$ cat src/rtl/mem_port_arbiter.sv
// Arbitrates one pipelined single-port memory between the fetch (I) and data (D) ports.
// D wins by default; a starvation counter force-grants fetch; read data is routed back by tag.
module mem_port_arbiter #(
    parameter int AW         = 16,
    parameter int RD_LAT     = 1,
    parameter int STARVE_MAX = 4
) (
    input  logic          clk,
    input  logic          rst,
    input  logic          i_req,
    input  logic [AW-1:0] i_addr,
    input  logic          i_flush,
    output logic          i_gnt,
    output logic          i_rvalid,
    output logic [31:0]   i_rdata,
    input  logic          d_req,
    input  logic [3:0]    d_we,
    input  logic [AW-1:0] d_addr,
    input  logic [31:0]   d_wdata,
    output logic          d_gnt,
    output logic          d_rvalid,
    output logic [31:0]   d_rdata,
    output logic          mem_en,
    output logic [3:0]    mem_we,
    output logic [AW-1:0] mem_addr,
    output logic [31:0]   mem_wdata,
    input  logic [31:0]   mem_rdata,
    output logic [15:0]   conflict_cnt
);

    localparam logic [3:0] STARVE_LIM = 4'(STARVE_MAX);

    logic [3:0]        starve_q, starve_d;
    logic [RD_LAT-1:0] tag_vld_q, tag_vld_d;
    logic [RD_LAT-1:0] tag_id_q, tag_id_d;
    logic [15:0]       conflict_q, conflict_d;
    logic              force_i;

    always_comb begin
        force_i = i_req && (starve_q == STARVE_LIM);
        i_gnt   = 1'b0;
        d_gnt   = 1'b0;
        if (force_i) begin
            i_gnt = 1'b1;
        end else if (d_req) begin
            d_gnt = 1'b1;
        end else if (i_req) begin
            i_gnt = 1'b1;
        end
    end

    assign mem_en    = i_gnt | d_gnt;
    assign mem_addr  = d_gnt ? d_addr : (i_gnt ? i_addr : '0);
    assign mem_we    = d_gnt ? d_we : 4'b0000;
    assign mem_wdata = d_gnt ? d_wdata : 32'h0;

    always_comb begin
        if (i_gnt || !i_req) begin
            starve_d = 4'd0;
        end else if (starve_q != STARVE_LIM) begin
            starve_d = starve_q + 4'd1;
        end else begin
            starve_d = starve_q;
        end
    end

    // The freshly granted fetch enters stage 0 untouched, so a same-cycle flush spares it.
    always_comb begin
        tag_vld_d    = '0;
        tag_id_d     = '0;
        tag_vld_d[0] = i_gnt | (d_gnt & (d_we == 4'b0000));
        tag_id_d[0]  = d_gnt;
        for (int k = 1; k < RD_LAT; k++) begin
            tag_vld_d[k] = tag_vld_q[k-1] & ~(i_flush & ~tag_id_q[k-1]);
            tag_id_d[k]  = tag_id_q[k-1];
        end
    end

    always_comb begin
        if (i_req && d_req && (conflict_q != 16'hFFFF)) begin
            conflict_d = conflict_q + 16'd1;
        end else begin
            conflict_d = conflict_q;
        end
    end

    always_ff @(posedge clk or posedge rst) begin
        if (rst) begin
            starve_q   <= 4'd0;
            tag_vld_q  <= '0;
            tag_id_q   <= '0;
            conflict_q <= 16'd0;
        end else begin
            starve_q   <= starve_d;
            tag_vld_q  <= tag_vld_d;
            tag_id_q   <= tag_id_d;
            conflict_q <= conflict_d;
        end
    end

    assign i_rvalid     = tag_vld_q[RD_LAT-1] & ~tag_id_q[RD_LAT-1];
    assign d_rvalid     = tag_vld_q[RD_LAT-1] & tag_id_q[RD_LAT-1];
    assign i_rdata      = i_rvalid ? mem_rdata : 32'h0;
    assign d_rdata      = d_rvalid ? mem_rdata : 32'h0;
    assign conflict_cnt = conflict_q;

endmodule

$ cat config.mk
export PLATFORM = sky130hd
export DESIGN_NAME = mem_port_arbiter
export DESIGN_NICKNAME = d
export VERILOG_FILES = /design/src/rtl/mem_port_arbiter.sv
export SDC_FILE = /design/constraint.sdc
export NUM_CORES = 1
export LEC_CHECK = 0
export CORE_AREA = 2 2 95 97
export DETAILED_ROUTE_END_ITERATION = 10
export DIE_AREA = 0 0 97 99
export PLACE_DENSITY = 0.73
export REMOVE_ABC_BUFFERS = 1
export SLEW_MARGIN = 20
export SYNTH_ARGS = -nofsm -noshare
export SYNTH_HDL_FRONTEND = slang
export SYNTH_SLANG_ARGS = --single-unit
$ cat constraint.sdc
create_clock -name clk -period 2.1 [get_ports clk]
set_input_delay 0.42 -clock clk [delete_from_list [all_inputs] [get_ports clk]]
set_output_delay 0.42 -clock clk [all_outputs]
set_load 0.005 [all_outputs]
==> flow_summary_export.csv <==
group,metric,value,unit
clock_network,postCtsHoldBufs,0,
final_layout,syn2layout_area_growth,170.2,%
die,rows,34,
setup_path,critPathRequiredTime,1.68,ns
final_layout,layout.nets,630,
timing,rsz0062_at_grt,"yes",
global_routing,antenna_found_initial,0,
routing,ant_nets,0,
setup_path,start_kind,"register",
timing,worst_pin_slew,0.2859,ns
routing,dr.pass1.iters,4,
logic_synthesis,syn_inst,238,
setup_path,crit_fanout,5,
clock_network,cts_tree,"yes",
final_layout,drive_above_1_share,31.48,%
global_routing,grt_overflow_total,0,
placement,hpwl,7.508,mm
timing,finalSetupViolations,54,
logic_synthesis,postSynthAreaPerCell,8.354,um2
power_and_ir_drop,p_total,1.889,mW
final_layout,finalNonFillerCells,629,
routing,viasPerCell,4.585,
die,io-pin-count,242,
logic_synthesis,synth-edff-count,0,
routing,vias,2884,
routing,first_iter_violations,79,
routing,drc_errors,0,
final_layout,final.fill_count,731,
setup_path,critPathCaptureType,"output pin",
die,start_util,23.25,%
die,design.die.area,9603,um2
global_routing,grt_usage,19.26,%
final_layout,final_util,62.83,%
job,maxCapViolCount,0,
placement,io_buffers,240,
clock_network,clk_pin_slew,0.08,ns
global_routing,grt_start_max_net_pins,34,
clock_network,clockBufferDepth,2,
clock_network,clock_tree.root_cell,"clkbuf_8",
global_routing,grt_pass1_wl,15.07,mm
clock_network,htreeDepth,1,
clock_network,clkLatencyLatePin,0.26,ns
die,design.core.area,8551,um2
setup_path,crit_type,"register to output pin",
logic_synthesis,ys_seq_area_share,27.69,%
power_and_ir_drop,peakVddDrop,0.0003495,V
routing,wl,10.61,mm
power_and_ir_drop,leakage,3.026,nW
timing,slew_violations,0,
placement,gp_congestion,0.8753,
timing,setup_ws,-0.2912,ns
die,die_h,99,um
timing,finalCriticalPeriod,2.391,ns
status,status,"finished, violations left",
clock_network,clkSinkCount,22,
die,die_x,97,um
setup_path,cp.arrival,1.97,ns
placement,placed_cells,588,
logic_synthesis,yosysWarningCount,0,
status,violations,"negative setup slack",
logic_synthesis,synth-seq-cells,22,
logic_synthesis,syn_area,1988,um2
final_layout,diodes,0,
timing,fmax,418.2,MHz
logic_synthesis,synthArstFlopShare,100.0,%
worst_hold_path,hp-class,"input port to asynchronous set/reset pin",
timing,relSlewSlack,80.94,%
timing,fin_skew,0.001730,ns
global_routing,grt_pass1_vias,2834,
logic_synthesis,synth-main-ff-cell,"dfrtp_1",
timing,hold_viol_final,0,
routing,wire_per_inst,16.87,um
power_and_ir_drop,powerDensity,351.7,nW/um2
logic_synthesis,synth_cell_types,39,
timing,period_share,113.9,%
clock_network,numCtsBuffers,3,
power breakdown:
part,switching [mW],internal (mW),leakage (nW)
registers,0.0932,0.487,0.285
logic,0.329,0.677,2.71
clock network,0.136,0.167,0.0288
cells in the final DEF (no fill, tap or decap), drive strengths merged, types with 6 or more instances in the layout:
cell type	Yosys	layout
clkdlybuf4s50	0	153
buf	5	106
and2	71	71
and3	38	38
dlymetal6s2s	0	31
dfrtp	22	22
a22o	16	16
clkbuf	13	10
nand3	8	8
xnor2	7	7
a21oi	6	6
critical path, cell delays in order, from the launching register on:
cell      delay, ns
dfrtp_1        0.38
inv_1          0.06
ha_2           0.17
nand3b_1       0.12
buf_4          0.17
inv_4          0.05
a21boi_4       0.06
buf_12         0.13
buf_12         0.12
buf_8          0.12
a22o_1         0.20
buf_2          0.13
per-layer routing:
metal	global-route usage (%)	part of all wire, %
met1	20.36	36
met2	38.25	54
met3	5.177	8.6
met4	3.575	1.3
met5	0	0
kinds of logic (layout without fill, tap and decap cells):
family	count (synthesis)	after routing	synth area share, %
buffers and inverters	23	306	5.223
adders and majority gates	3	3	1.888
xor gates and xnor gates	8	8	3.524
and+or+nand+nor	147	147	47.07
DFF	22	22	27.69
AOI/OAI and AO/OA	32	32	12.59
muxes	3	3	2.014
timing repair:
action,4_1_cts,5_1_grt
pin swaps,18,21
gates resized for setup,261,83
buffers inserted,16,12
setup endpoints to repair,60,81
gates cloned,5,6
cell type report:
cell class                      count  area, um2  share of cell area (%)
Multi-Input combinational cell    193       1446                   26.92
Sequential cell                    22      550.5                   10.25
Tap cell                          108      135.1                   2.515
Clock buffer                        4      55.05                   1.025
Timing Repair Buffer              297       3164                   58.90
Inverter                            5      21.27                  0.3959
metrics by stage:
| step | hold WS, ns | setup TNS [ns] | area, um2 | worst slack [ns] |
|---|---|---|---|---|
| 6_report | 0.4978 | -11.25 | 5373 | -0.2912 |
| 5_1_grt | 0.5437 | -16.02 | 5373 | -0.3720 |
| 4_1_cts | 0.5060 | -9.605 | 4878 | -0.2717 |
| 3_5_place_dp | 0.4979 | -18.57 | 4648 | -0.3845 |
| 3_3_place_gp | 0.4815 | -18.18 | 4648 | -0.3717 |
| 2_1_floorplan | 0.4092 | -14.10 | 1903 | -0.2685 |
final timing paths:
check	from	to	slack (ns)	cells past startpoint
setup / recovery	starve_q[1]$_DFFE_PP0P_	mem_addr[0]	-0.29	11
hold / removal	rst	conflict_cnt[6]$_DFFE_PP0P_	0.50	3
setup reg to reg	conflict_cnt[4]$_DFFE_PP0P_	conflict_cnt[15]$_DFFE_PP0P_	0.36	4
hold reg to reg	conflict_cnt[11]$_DFFE_PP0P_	conflict_cnt[11]$_DFFE_PP0P_	0.51	1
max in group asynchronous	rst	conflict_cnt[12]$_DFFE_PP0P_	1.38	3
min in group clk	conflict_cnt[11]$_DFFE_PP0P_	conflict_cnt[11]$_DFFE_PP0P_	0.51	1
cell usage after synthesis, types with 3 or more instances:
| cell type | number | area share, % |
|---|---|---|
| ha_1 | 3 | 1.9 |
| nand3_1 | 8 | 2.0 |
| dfrtp_1 | 22 | 28 |
| clkbuf_1 | 13 | 2.5 |
| a31oi_1 | 4 | 1.3 |
| inv_1 | 4 | 0.75 |
| nor2_1 | 5 | 0.94 |
| and2_1 | 70 | 22 |
| and3_1 | 38 | 12 |
| and4_1 | 4 | 1.8 |
| xnor2_1 | 7 | 3.1 |
| a22o_1 | 16 | 7.0 |
| nand2_1 | 4 | 0.75 |
| a21oi_1 | 6 | 1.5 |
flip-flops by register name (all words and copies together), names as in the netlist:
signal	flops
conflict_cnt	16
starve_q	4
tag_id_q	1
tag_vld_q	1
(Power assumes the default switching activity.)
